## src/rtl/ifetch_if.sv

```systemverilog
// Fetch-stage bus bundle: ROM port-0 read channel, redirect request and the
// valid/ready delivery channel towards decode.
interface ifetch_if #(
    parameter int SCALE = 10
) ();
    logic             rom_oe;
    logic [SCALE-1:0] rom_addr;
    logic [31:0]      rom_rdata;
    logic             redirect;
    logic [31:0]      redirect_pc;
    logic             out_valid;
    logic             out_ready;
    logic [31:0]      out_pc;
    logic [31:0]      out_inst;

    modport master (
        output rom_oe, rom_addr, out_valid, out_pc, out_inst,
        input  rom_rdata, redirect, redirect_pc, out_ready
    );

    modport slave (
        input  rom_oe, rom_addr, out_valid, out_pc, out_inst,
        output rom_rdata, redirect, redirect_pc, out_ready
    );
endinterface

```

## src/rtl/ifetch.sv

```systemverilog
// Instruction fetch stage: one ROM read per cycle, 1-cycle read latency absorbed
// by a 2-entry {pc, inst} FIFO, redirect squashes every stale fetch.
module ifetch #(
    parameter int          SCALE    = 10,
    parameter logic [31:0] RESET_PC = 32'h0000_0000
) (
    input  logic     clk,
    input  logic     rst,
    ifetch_if.master bus
);
    logic [31:0] pc_f_r;
    logic        inflight_r;
    logic [31:0] inflight_pc_r;
    logic [31:0] fifo_pc_r   [2];
    logic [31:0] fifo_inst_r [2];
    logic        head_r;
    logic [1:0]  count_r;

    logic        out_valid_s;
    logic        pop_s;
    logic        push_s;
    logic        issue_s;
    logic        tail_s;
    logic [2:0]  occ_s;
    logic [31:0] target_s;
    logic [31:0] fetch_pc_s;

    // Handshake and occupancy bookkeeping for the current cycle.
    always_comb begin
        out_valid_s = 1'b0;
        pop_s       = 1'b0;
        push_s      = 1'b0;
        tail_s      = 1'b0;
        occ_s       = 3'd0;
        if (rst) begin
            out_valid_s = 1'b0;
        end else begin
            out_valid_s = (count_r != 2'd0);
        end
        pop_s  = out_valid_s & bus.out_ready;
        // A redirect kills the response of the read issued last cycle.
        push_s = inflight_r & ~bus.redirect;
        // Slot after the last valid entry; a full FIFO never pushes.
        tail_s = head_r ^ count_r[0];
        occ_s  = {1'b0, count_r} + {2'b00, inflight_r} - {2'b00, pop_s};
    end

    // Fetch address selection and ROM read-enable decision.
    always_comb begin
        issue_s    = 1'b0;
        target_s   = bus.redirect_pc & 32'hFFFF_FFFC;
        fetch_pc_s = pc_f_r;
        if (rst) begin
            issue_s    = 1'b0;
            fetch_pc_s = pc_f_r;
        end else if (bus.redirect) begin
            issue_s    = 1'b1;
            fetch_pc_s = target_s;
        end else begin
            // Only issue when the response is guaranteed a FIFO slot.
            issue_s    = (occ_s <= 3'd1);
            fetch_pc_s = pc_f_r;
        end
    end

    // Fetch PC, in-flight tracking and FIFO state.
    always_ff @(posedge clk) begin
        if (rst) begin
            pc_f_r        <= RESET_PC;
            inflight_r    <= 1'b0;
            inflight_pc_r <= 32'h0000_0000;
            head_r        <= 1'b0;
            count_r       <= 2'd0;
            for (int i = 0; i < 2; i++) begin
                fifo_pc_r[i]   <= 32'h0000_0000;
                fifo_inst_r[i] <= 32'h0000_0000;
            end
        end else begin
            inflight_r <= issue_s;
            if (issue_s) begin
                inflight_pc_r <= fetch_pc_s;
                pc_f_r        <= fetch_pc_s + 32'd4;
            end else begin
                inflight_pc_r <= inflight_pc_r;
                pc_f_r        <= pc_f_r;
            end
            if (bus.redirect) begin
                head_r  <= 1'b0;
                count_r <= 2'd0;
            end else begin
                if (push_s) begin
                    fifo_pc_r[tail_s]   <= inflight_pc_r;
                    fifo_inst_r[tail_s] <= bus.rom_rdata;
                end else begin
                    fifo_pc_r[tail_s]   <= fifo_pc_r[tail_s];
                    fifo_inst_r[tail_s] <= fifo_inst_r[tail_s];
                end
                if (pop_s) begin
                    head_r <= ~head_r;
                end else begin
                    head_r <= head_r;
                end
                count_r <= count_r + {1'b0, push_s} - {1'b0, pop_s};
            end
        end
    end

    assign bus.rom_oe    = issue_s;
    assign bus.rom_addr  = fetch_pc_s[SCALE+1:2];
    assign bus.out_valid = out_valid_s;
    assign bus.out_pc    = fifo_pc_r[head_r];
    assign bus.out_inst  = fifo_inst_r[head_r];
endmodule

```

## src/flat_wrapper.sv

```systemverilog
// flat-port wrapper written by rule: the top's interface ports become plain ports
module ifetch_flat 
#(
    parameter int          SCALE    = 10,
    parameter logic [31:0] RESET_PC = 32'h0000_0000
)
  (clk, rst, bus_rom_oe, bus_rom_addr, bus_out_valid, bus_out_pc, bus_out_inst, bus_rom_rdata, bus_redirect, bus_redirect_pc, bus_out_ready);
  ifetch_if #(.SCALE(SCALE)) bus_i ();
  input  logic clk;
  input  logic rst;
  output wire logic [$bits(bus_i.rom_oe)-1:0] bus_rom_oe;
  output wire logic [$bits(bus_i.rom_addr)-1:0] bus_rom_addr;
  output wire logic [$bits(bus_i.out_valid)-1:0] bus_out_valid;
  output wire logic [$bits(bus_i.out_pc)-1:0] bus_out_pc;
  output wire logic [$bits(bus_i.out_inst)-1:0] bus_out_inst;
  input wire logic [$bits(bus_i.rom_rdata)-1:0] bus_rom_rdata;
  input wire logic [$bits(bus_i.redirect)-1:0] bus_redirect;
  input wire logic [$bits(bus_i.redirect_pc)-1:0] bus_redirect_pc;
  input wire logic [$bits(bus_i.out_ready)-1:0] bus_out_ready;
  assign bus_rom_oe = bus_i.rom_oe;
  assign bus_rom_addr = bus_i.rom_addr;
  assign bus_out_valid = bus_i.out_valid;
  assign bus_out_pc = bus_i.out_pc;
  assign bus_out_inst = bus_i.out_inst;
  assign bus_i.rom_rdata = bus_rom_rdata;
  assign bus_i.redirect = bus_redirect;
  assign bus_i.redirect_pc = bus_redirect_pc;
  assign bus_i.out_ready = bus_out_ready;
  ifetch #(.SCALE(SCALE), .RESET_PC(RESET_PC)) u_core (.clk(clk), .rst(rst), .bus(bus_i));
endmodule
```

## config.mk

```make
export PLATFORM = sky130hd
export DESIGN_NAME = ifetch_flat
export DESIGN_NICKNAME = d
export VERILOG_FILES = /design/src/rtl/ifetch_if.sv /design/src/rtl/ifetch.sv /design/src/flat_wrapper.sv
export SDC_FILE = /design/constraint.sdc
export NUM_CORES = 1
export LEC_CHECK = 0
export ABC_AREA = 1
export CAP_MARGIN = 30
export CORE_MARGIN = 3
export CORE_UTILIZATION = 50
export CTS_BUF_LIST = sky130_fd_sc_hd__clkbuf_8
export CTS_CLUSTER_DIAMETER = 30
export DETAILED_ROUTE_END_ITERATION = 8
export PLACE_DENSITY = 0.79
export SLEW_MARGIN = 20
export SYNTH_ARGS = -nofsm -noshare
export SYNTH_HDL_FRONTEND = slang
export SYNTH_SLANG_ARGS = --single-unit
```

## constraint.sdc

```tcl
create_clock -name clk -period 3.1 [get_ports clk]
set_clock_uncertainty 0.1 [all_clocks]
set_input_delay 0.31 -clock clk [delete_from_list [all_inputs] [get_ports clk]]
set_output_delay 0.31 -clock clk [all_outputs]
set_load 0.02 [all_outputs]
```

After elaboration in Yosys (flattened, before gate mapping)
Memory sizes are Yosys's and may differ from the RTL's. A register that Yosys moved wholly into a read port is not among the register bits.
Index checks and enable logic that the tools add are counted.
Cells by class
  add/subtract/negate cells: 5
  $lt $le $gt $ge: 1
  eq/ne operators: 1
  multiplexer cells: 27
  bitwise gates (word level): 7
  reductions and logical operators: 5
Operator list (number)
  32-bit two-way mux: 6
  32-bit OR reduction: 2
  32-bit by 3-bit adder with 32-bit output (second input constant): 1
  1-bit two-way mux: 21
  2-bit by 1-bit adder with 3-bit output: 1
  3-bit by 1-bit less-or-equal comparator with 1-bit output (second input constant): 1
  3-bit by 1-bit subtractor with 3-bit output: 1
  2-bit by 1-bit adder with 2-bit output: 1
  1-bit AND: 2
  1-bit NOT: 2
  1-bit OR: 2
  2-bit AND reduction: 1
  2-bit nonzero test: 1
  2-bit OR reduction: 1
  2-bit by 1-bit subtractor with 2-bit output: 1
  0-bit != test: 1
  1-bit XOR: 1
Word-level totals
  register bits after elaboration: 68
  bits in writable memories: 128
  input bits: 68
  output and inout bits: 76
  word-level logic and storage cells: 53
  memories kept: 2
Memory list
  u_core.fifo_inst_r: words 2, width 32, rd ports 1, clocked after Yosys merged registers in 1, write ports 2, RTL line ifetch.sv:15  | logic [31:0] fifo_inst_r [2];
  u_core.fifo_pc_r: words 2, width 32, rd ports 1, clocked after Yosys merged registers in 1, write ports 2, RTL line ifetch.sv:14  | logic [31:0] fifo_pc_r [2];

Depth between registers and ports, before layout
Gate-level depths: netlist of run 1.
  depth after elaboration: 10
  mapped depth: 19
  depth with buffers taken out: 18

Worst setup path before layout of run 1
Ideal clock, no wire load.
  path kind: input -> register
  start: input port rst
  end: memory u_core.fifo_inst_r[1][0], enable pin
  setup time: 680 ps
  data arrival time: 2461 ps
  data required time: 2320 ps
  path slack: -140 ps
  cell stages on the path: 8
  path buffers: 5
  cells stage by stage: buf_6 > inv_8 > buf_6 > buf_4 > nand3b_1 > clkbuf_1 > clkbuf_1 > nand2_1
RTL lines
  from (decl): RTL line flat_wrapper.sv:10  | input logic rst;
  to (decl): RTL line ifetch.sv:15

Worst setup path in the final report of run 1
  start: register u_core.count_r[1]
  end: output port bus_rom_oe
Between the ends
  word-level cells in the longest chain between the ends: 7
  elaborated cells between the ends (all ways): 8
  classes of those cells: 2 x add/sub; 1 x order compare; 3 x mux; 1 x bitwise; 1 x reduce/logical
RTL lines
  from (decl): RTL line ifetch.sv:17  | logic [1:0] count_r;
  from (signal assigned): RTL line ifetch.sv:103  | count_r <= count_r + {1'b0, push_s} - {1'b0, pop_s};
  2-bit nonzero test: RTL line ifetch.sv:38  | out_valid_s = (count_r != 2'd0);
  1-bit two-way mux: RTL line ifetch.sv:35  | if (rst) begin
  1-bit AND: RTL line ifetch.sv:40  | pop_s = out_valid_s & bus.out_ready;
  named net u_core.pop_s: RTL line ifetch.sv:20  | logic pop_s;
  3-bit by 1-bit subtractor with 3-bit output: RTL line ifetch.sv:45  | occ_s = {1'b0, count_r} + {2'b00, inflight_r} - {2'b00, pop_s};
  3-bit by 1-bit less-or-equal comparator with 1-bit output: RTL line ifetch.sv:61  | issue_s = (occ_s <= 3'd1);
  1-bit two-way mux: RTL line ifetch.sv:56  | end else if (bus.redirect) begin
  1-bit two-way mux: RTL line ifetch.sv:53  | if (rst) begin
  to (decl): RTL line flat_wrapper.sv:11  | output wire logic [$bits(bus_i.rom_oe)-1:0] bus_rom_oe;
The timed path passes the listed nets, and every way through them passes these cells.

==> flow_summary.yaml, run 1 <==
status:
  status: "completed"
worst_setup_path:
  critPathArrivalTime_ns: 2.56
  timing.rr.end: "u_core.inflight_pc_r[7]$_SDFFE_PP0P_"
  crit_type: "register to primary output"
  reg2reg_depth: 18
  ff2ff_setup_slack_ns: 0.14
  timing.rr.start: "u_core.count_r[1]$_SDFF_PP0_"
  critPathMaxFanout: 3
  cp.required_ns: 2.69
  crit_path_end_kind: "primary output"
  critPathLaunchType: "register"
power_and_ir_drop:
  p_total_mw: 5.72
  cellPowerDensity_mw_per_mm2: 495
  ir_drop_v: 0.000293
  p_leak_nw: 4.75
grt:
  grt_pass1_wl_um: 32600
  grt_pass1_vias: 6703
  grt_overflow: 0
  antenna_found_initial: 0
  grt_max_degree: 63
  grt_usage: 0.201
detailed_routing:
  via_count: 7011
  viasPerCell: 5.12
  ant_nets: 0
  post_drt_wl_per_cell_um: 14.9
  initialDrtViolationCount: 455
  drc: 0
  drt-total-wl_um: 20400
  drt_first_pass_iters: 5
floorplanning:
  die_w_um: 142
  boundaryPins: 144
  die_height_um: 142
  core_area_mm2: 0.0181
  die_area_mm2: 0.0202
  initial_core_util: 0.512
  rows: 49
min_path:
  holdPathStages: 2
  hold_class: "register to register"
  whs_endpoint: "u_core.pc_f_r[2]$_SDFFE_PP0P_"
  hold_start: "u_core.pc_f_r[2]$_SDFFE_PP0P_"
synth:
  postSynthCellCount: 984
  synth-seq-cells: 189
  yosys_warnings: 0
  synth_edf_count: 124
  synthArstFlopShare: 0
  avgSynthCellArea_um2: 9.40
  synth_area_mm2: 0.00925
  yosysSeqAreaShare: 0.543
  yosysUniqueCellTypes: 40
  synth_ff_type: "edfxtp_1"
clock_network:
  clk_path_buf_depth: 2
  cts-root-buf: "clkbuf_8"
  cts_tree: "built"
  numCtsBuffers: 17
  htreeDepth: 4
  cts.sinks: 189
  clock_latency_ns: 0.45
  clk_pin_slew_ns: 0.09
place:
  gp_congestion: 0.841
  dp_hpwl_um: 13500
  dp.cells: 1334
  port-buffer-count: 139
timing:
  finalCritPeriodShare: 0.957
  setup-violations-final: 0
  fin_crit_ns: 2.97
  fmax_mhz: 337
  timing_hold_violations_final: 0
  slew_viol_final: 0
  fin_setup_tns_ns: 0
layout:
  antenna_cells: 0
  drive_gt1_frac: 0.194
  final_cells: 1370
  area_growth_pct: 24.8
  final_util: 0.638
  fin_nets: 1202
job:
  max-cap-violations: 0
[cells by family after synthesis]
| family | count (synthesis) | synth area share |
|---|---|---|
| other cells | 1 | 0.000405 |
| simple gates | 454 | 0.222 |
| mux | 62 | 0.0755 |
| flops | 189 | 0.543 |
| buf+inv | 190 | 0.0921 |
| fa+ha+maj | 6 | 0.00893 |
| xor+xnor | 5 | 0.00473 |
| compound gates | 77 | 0.0531 |
[where the power goes]
part / total [mW] / internal, mW / leakage, nW / switching, mW
Clock: 1.80 / 0.987 / 0.242 / 0.818
Combinational: 1.02 / 0.446 / 2.68 / 0.574
Sequential: 2.89 / 2.85 / 1.83 / 0.0487
Total: 5.72 / 4.28 / 4.75 / 1.44
[metrics by stage]
stage | instance area [um2] | setup WS, ns | hold WS [ns]
4_1_cts | 11400 | 0.0314 | 0.378
6_report | 11500 | 0.134 | 0.382
2_1_floorplan | 9260 | 0.00243 | 0.344
5_1_grt | 11500 | -0.0241 | 0.386
3_3_place_gp | 11000 | -0.188 | 0.362
3_5_place_dp | 11000 | -0.221 | 0.363
[metal layers]
metal  track usage  part of all wire
met4        0.0515             0.014
met2         0.334              0.48
met3        0.0407             0.060
met5             0                 0
met1         0.272              0.45
[how the worst max path moves through the flow]
stage / startpoint / depth (start not counted) / endpoint
finish: u_core.count_r[1]$_SDFF_PP0_ / 13 / bus_rom_oe
global placement: rst / 13 / bus_rom_oe
detailed placement: rst / 20 / u_core.pc_f_r[31]$_SDFFE_PP0P_
global route: u_core.count_r[1]$_SDFF_PP0_ / 13 / bus_rom_oe
floorplan: u_core.count_r[1]$_SDFF_PP0_ / 17 / u_core.pc_f_r[8]$_SDFFE_PP0P_
CTS: u_core.count_r[1]$_SDFF_PP0_ / 13 / bus_rom_oe
[Yosys cell counts, drive strengths merged (2+ instances only)]
library cell  instances  area share
nor2                195       0.088
nand2               181       0.084
inv                 130       0.054
edfxtp              124        0.40
dfxtp                65        0.14
nand3                63       0.039
mux2                 62       0.075
buf                  32       0.027
clkbuf               28       0.011
o21ai                26       0.015
a211oi               25       0.022
a21oi                19       0.010
nand4                 8      0.0054
ha                    5      0.0068
nor3                  4      0.0022
o211ai                4      0.0032
xnor2                 3      0.0028
o21a                  2      0.0016
xor2                  2      0.0019
[final cells by class]
| type | count | area, um2 |
|---|---|---|
| sequential | 189 | 5030 |
| multi-input combinational | 606 | 3420 |
| timing repair buffer | 184 | 1860 |
| inverter | 130 | 498 |
| clock buffer | 19 | 262 |
| clock inverter | 13 | 186 |
| tap | 229 | 287 |
| fill | 1476 | 6540 |
[what timing repair did]
| action | in CTS | in global routing |
|---|---|---|
| endpoints found under the setup margin | 1 | 54 |
| pin swaps | 0 | 3 |
| setup buffers | 0 | 2 |
| hold buffers | 0 | 0 |
| gates resized for setup | 4 | 18 |
| gates cloned | 0 | 2 |
[sequential cells by signal, indices dropped and copies added, names as in the netlist, named ones only]
register              cells
u_core.count_r            2
u_core.fifo_inst_r       64
u_core.fifo_pc_r         60
u_core.head_r             1
u_core.inflight_pc_r     30
u_core.inflight_r         1
u_core.pc_f_r            30
[placed cells by master, fill, tap and decap left out, types with 3 or more instances in the layout]
| cell | instances |
|---|---|
| inv_1 | 128 |
| a211oi_2 | 3 |
| o21ai_2 | 3 |
| bufinv_16 | 5 |
| dfxtp_1 | 63 |
| xnor2_1 | 3 |
| a21oi_1 | 17 |
| buf_12 | 7 |
| nand4_1 | 8 |
| buf_6 | 4 |
| nand2_2 | 33 |
| clkbuf_8 | 19 |
| ha_1 | 5 |
| nand3_2 | 8 |
| clkdlybuf4s50_1 | 138 |
| edfxtp_1 | 124 |
| buf_4 | 33 |
| nand3_1 | 54 |
| o21ai_0 | 22 |
| nor2_4 | 10 |
| nor2_1 | 174 |
| a211oi_1 | 22 |
| o211ai_1 | 4 |
| nand2_1 | 144 |
| nand2_4 | 4 |
| mux2_2 | 62 |
| nor2_2 | 11 |
| nor3_1 | 4 |
| inv_2 | 5 |
[critical path, stage by stage (launching register included)]
cell and delay, ns:
dfxtp_2 0.33, inv_1 0.12, a21oi_2 0.08, nand2_1 0.10, inv_2 0.05, ha_1 0.27, inv_1 0.05, ha_1 0.12
inv_1 0.05, fa_1 0.41, o21a_1 0.22, nand2_2 0.08, nand2_4 0.08, buf_6 0.14
Power figures use the tool's default switching activity.
==> run 2, diff against run 1 <==
- PLACE_DENSITY: 0.79 -> 0.76
- clock period: 3.1 -> 3.32 ns (I/O delays scaled with it)
==> flow_summary.yaml, run 2 (synthesized netlist as in run 1, its figures left out) <==
power_and_ir_drop:
  p_leak_nw: 4.65
  clkPwrFrac: 0.300
  p_total_mw: 5.18
  power_frac_comb: 0.178
  p_int_mw: 3.75
  swShare: 0.276
  cellPowerDensity_mw_per_mm2: 454
  p_switching_mw: 1.43
  ir_drop_v: 0.000260
  power_frac_seq: 0.521
layout:
  final_common_cell: "nor2_1"
  drive_gt1_frac: 0.185
  final_cell_mix: "178 x nor2_1, 145 x nand2_1, 138 x clkdlybuf4s50_1"
  area_growth_pct: 23.3
  antenna_cells: 0
  top_register: "u_core.fifo_inst_r"
  fin_nets: 1191
  reg_top3: "u_core.fifo_inst_r (64), u_core.fifo_pc_r (60)"
  largest_reg_flops: 64
  final_util: 0.631
clock_network:
  postCtsSetupBuffers: 0
  clk_pin_slew_ns: 0.10
  htreeDepth: 4
  numCtsBuffers: 17
  cts-hold-fix-buffers: 0
  cts_tree: "built"
  cts-root-buf: "clkbuf_8"
  clock_latency_ns: 0.46
  clk_path_buf_depth: 2
  cts.sinks: 189
floorplanning:
  die_area_mm2: 0.0202
  initial_core_util: 0.512
  die_height_um: 142
  boundaryPins: 144
  die_w_um: 142
  rows: 49
  core_area_mm2: 0.0181
timing:
  fin_setup_tns_ns: 0
  max_slew_margin: 0.540
  worst_slew_pin_slew_ns: 0.689
  slew_viol_final: 0
  whs_ns: 0.382
  finalCritPeriodShare: 0.941
  fmax_mhz: 320
  setup-violations-final: 0
  fin_crit_ns: 3.12
  timing_hold_violations_final: 0
grt:
  grt_pass1_vias: 6574
  antenna_found_initial: 0
  grt_pass1_wl_um: 32100
  grt_overflow: 0
  grt_max_degree: 63
  grt_usage: 0.197
detailed_routing:
  post_drt_wl_per_cell_um: 14.8
  drc: 0
  viasPerCell: 5.03
  drt-total-wl_um: 20000
  initialDrtViolationCount: 344
  ant_nets: 0
  via_count: 6833
  drt_first_pass_iters: 5
worst_setup_path:
  critPathArrivalTime_ns: 2.69
  path_cells: "inv_1 > a21oi_2 > nand2_1 > inv_1 > ha_1 > inv_1 > ha_1 > inv_1 > fa_1 > o21a_1 > nand2_1 > nand2_2 > buf_4"
  worst-path-buf-inv: 5
  crit_slowest_cell: "dfxtp_1"
  crit_type: "register to primary output"
  cp_slowest_stage_delay_ns: 0.40
  critPathMaxFanout: 3
  cp.required_ns: 2.89
  crit_family: "adder cells"
  crit_path_end_kind: "primary output"
  worst_path_most_repeated_cell: "inv_1"
  critPathLaunchType: "register"
status:
  status: "completed"
min_path:
  hold_class: "register to register"
job:
  max-cap-violations: 0
place:
  port-buffer-count: 139
  gp_congestion: 0.860
  dp_hpwl_um: 13500
## run 2: worst min-delay path, cell delays in order (launching register included)
cell and delay (ns):
dfxtp_1 0.31, inv_1 0.06, a211oi_1 0.07
## run 2: what timing repair did
item	CTS	global route
gates cloned	0	3
setup endpoints to repair	1	29
resized for setup	4	9
## run 2: area by class of cell
cell class / instances / area [um2]
inverter: 130 / 500
sequential: 189 / 5030
clock inverter: 15 / 174
tap: 229 / 287
timing repair buffer: 173 / 1790
clock buffer: 17 / 234
fill: 1506 / 6670
multi-input combinational: 606 / 3400
## run 2: final timing paths
check                                     start                              to  slack, ns  cells after the start
hold reg to reg   u_core.pc_f_r[2]$_SDFFE_PP0P_   u_core.pc_f_r[2]$_SDFFE_PP0P_       0.38                      2
hold / removal    u_core.pc_f_r[2]$_SDFFE_PP0P_   u_core.pc_f_r[2]$_SDFFE_PP0P_       0.38                      2
setup reg to reg   u_core.count_r[0]$_SDFF_PP0_  u_core.pc_f_r[26]$_SDFFE_PP0P_       0.23                     20
setup / recovery   u_core.count_r[0]$_SDFF_PP0_                      bus_rom_oe       0.20                     13
## run 2: per-layer routing
metal | GRT usage | wire length (um) | part of all wire
met1 | 0.277 | 9370 | 0.47
met4 | 0.0566 | 239 | 0.012
met3 | 0.0336 | 963 | 0.048
met2 | 0.318 | 9480 | 0.47
met5 | 0 | 0 | 0
## run 2: power groups by stage
stage,Clock [mW],Combinational [mW],Sequential (mW)
after floorplan,0,0.546,2.75
after global placement,0,0.883,2.75
after detailed placement,0,0.895,2.76
after CTS,1.59,0.900,2.70
after global routing,1.70,1.01,2.72
final,1.56,0.925,2.70
## run 2: stage by stage
stage | setup WS, ns | instances | instance area [um2]
after floorplan | 0.0577 | 985 | 9260
after global placement | -0.0880 | 1324 | 10900
after detailed placement | -0.163 | 1324 | 10900
after global routing | -0.00163 | 1359 | 11400
final | 0.197 | 1359 | 11400
after CTS | 0.0246 | 1356 | 11300
==> run 3, diff against run 2 <==
- CORE_UTILIZATION: 50 -> 56
- PLACE_DENSITY: 0.76 -> 0.84
- TNS_END_PERCENT: not set -> 50
==> flow_summary.yaml, run 3 (synthesized netlist as in run 1, its figures left out) <==
floorplanning:
  die_area_mm2: 0.0181
  initial_core_util: 0.578
  boundaryPins: 144
  die_height_um: 135
  core_area_mm2: 0.0160
  die_w_um: 135
  rows: 46
clock_network:
  cts_tree: "built"
  clk_pin_slew_ns: 0.09
  htreeDepth: 4
  numCtsBuffers: 17
  clk_path_buf_depth: 2
  cts.sinks: 189
  cts-hold-fix-buffers: 0
  clock_latency_ns: 0.46
  cts-root-buf: "clkbuf_8"
grt:
  grt_pass1_vias: 6638
  grt_use_met3: 0.0414
  grt_pass1_wl_um: 32600
  grt_use_met2: 0.377
  top_usage_layer: "met2"
  grt_usage: 0.225
  gr-usage-met1: 0.299
  grt_overflow: 0
  grt_max_degree: 63
  antenna_found_initial: 0
timing:
  max_slew_margin: 0.538
  fin_crit_ns: 3.09
  fmax_mhz: 323
  fin_setup_tns_ns: 0
  finalCritPeriodShare: 0.932
  slew_viol_final: 0
  setup-violations-final: 0
  timing_hold_violations_final: 0
  worst_slew_pin_slew_ns: 0.694
  rsz0062_at_grt: "false"
worst_setup_path:
  critPathArrivalTime_ns: 2.66
  cp.required_ns: 2.89
  critPathLaunchType: "register"
  reg2reg_depth: 18
  crit_type: "register to primary output"
  timing.rr.start: "u_core.count_r[1]$_SDFF_PP0_"
  critPathLaunch: "u_core.count_r[1]$_SDFF_PP0_"
  critPathMaxFanout: 3
  crit_path_end_kind: "primary output"
layout:
  largest_reg_flops: 64
  final_cells: 1344
  register_area_mm2: 0.00503
  multi_input_area_mm2: 0.00339
  reg_top3: "u_core.fifo_inst_r (64), u_core.fifo_pc_r (60)"
  final_common_cell: "nor2_1"
  antenna_cells: 0
  top_register: "u_core.fifo_inst_r"
  drive_gt1_frac: 0.177
  fin_nets: 1189
  final_cell_mix: "179 x nor2_1, 145 x nand2_1, 138 x clkdlybuf4s50_1"
  fillers: 1206
  final_util: 0.705
  area_growth_pct: 21.9
place:
  dp_hpwl_um: 13400
  gp_congestion: 0.909
  dp.cells: 1312
  port-buffer-count: 139
detailed_routing:
  via_count: 6884
  drt_first_pass_iters: 5
  initialDrtViolationCount: 322
  drt-total-wl_um: 19800
  drc: 0
  ant_nets: 0
  viasPerCell: 5.12
  post_drt_wl_per_cell_um: 14.7
power_and_ir_drop:
  p_leak_nw: 4.61
  ir_drop_v: 0.000266
  cellPowerDensity_mw_per_mm2: 453
min_path:
  holdPathStages: 2
  hold_start: "u_core.pc_f_r[2]$_SDFFE_PP0P_"
  hold_class: "register to register"
job:
  max-cap-violations: 0
status:
  status: "completed"
==> run 3: cell types whose count changed in the layout (fill, tap and decap cells not counted), sizes merged <==
cell and change:
clkinv +1, buf +1, bufinv +1, clkbuf -3
clkinvlp +2, inv -4
==> run 3: per-stage QoR <==
stage | total power [mW] | setup WS (ns) | hold slack [ns] | area, um2
final | 5.11 | 0.227 | 0.374 | 11300
after global routing | 5.32 | 0.0225 | 0.419 | 11300
after CTS | 5.14 | 0.0496 | 0.376 | 11300
after detailed placement | 3.65 | -0.0892 | 0.360 | 10900
after global placement | 3.63 | -0.0690 | 0.359 | 10900
after floorplan | 3.29 | 0.0577 | 0.344 | 9260
==> run 3: area by class of cell <==
type | count | area share
multi-input combinational | 606 | 0.301
tap | 216 | 0.0240
clock inverter | 15 | 0.0141
timing repair buffer | 171 | 0.151
clock buffer | 17 | 0.0207
sequential | 189 | 0.446
inverter | 130 | 0.0439
==> run 3: final timing paths <==
| kind | to | slack (ns) |
|---|---|---|
| max | bus_rom_oe | 0.23 |
| min | u_core.pc_f_r[2]$_SDFFE_PP0P_ | 0.37 |
| max reg2reg | u_core.inflight_pc_r[10]$_SDFFE_PP0P_ | 0.26 |
| min reg2reg | u_core.pc_f_r[2]$_SDFFE_PP0P_ | 0.37 |
==> run 3: worst max-delay path, stage by stage, from the launching register on <==
cell,delay (ns)
dfxtp_2,0.38
inv_1,0.10
a21oi_2,0.16
nand2_1,0.09
inv_1,0.08
ha_1,0.23
inv_1,0.06
ha_1,0.13
inv_1,0.05
fa_1,0.49
o21a_1,0.12
nand2_1,0.07
nand2_2,0.09
buf_2,0.17
==> run 3: timing repair <==
| item | 4_1_cts | 5_1_grt |
|---|---|---|
| gates cloned | 0 | 0 |
| setup endpoints to repair | 1 | 6 |
| resized for setup | 4 | 2 |
| buffers inserted | 0 | 0 |
==> run 3: layer usage <==
layer,up-vias,part of all wire,wire [um]
met5,-,0,0
met4,0,0.018,357
li1,3443,-,-
met3,30,0.055,1080
met1,3184,0.45,8840
met2,227,0.48,9500
==> run 3: power breakdown <==
group | switching, mW | internal [mW]
clock | 0.776 | 0.731
sequential | 0.0470 | 2.66
combinational | 0.516 | 0.380
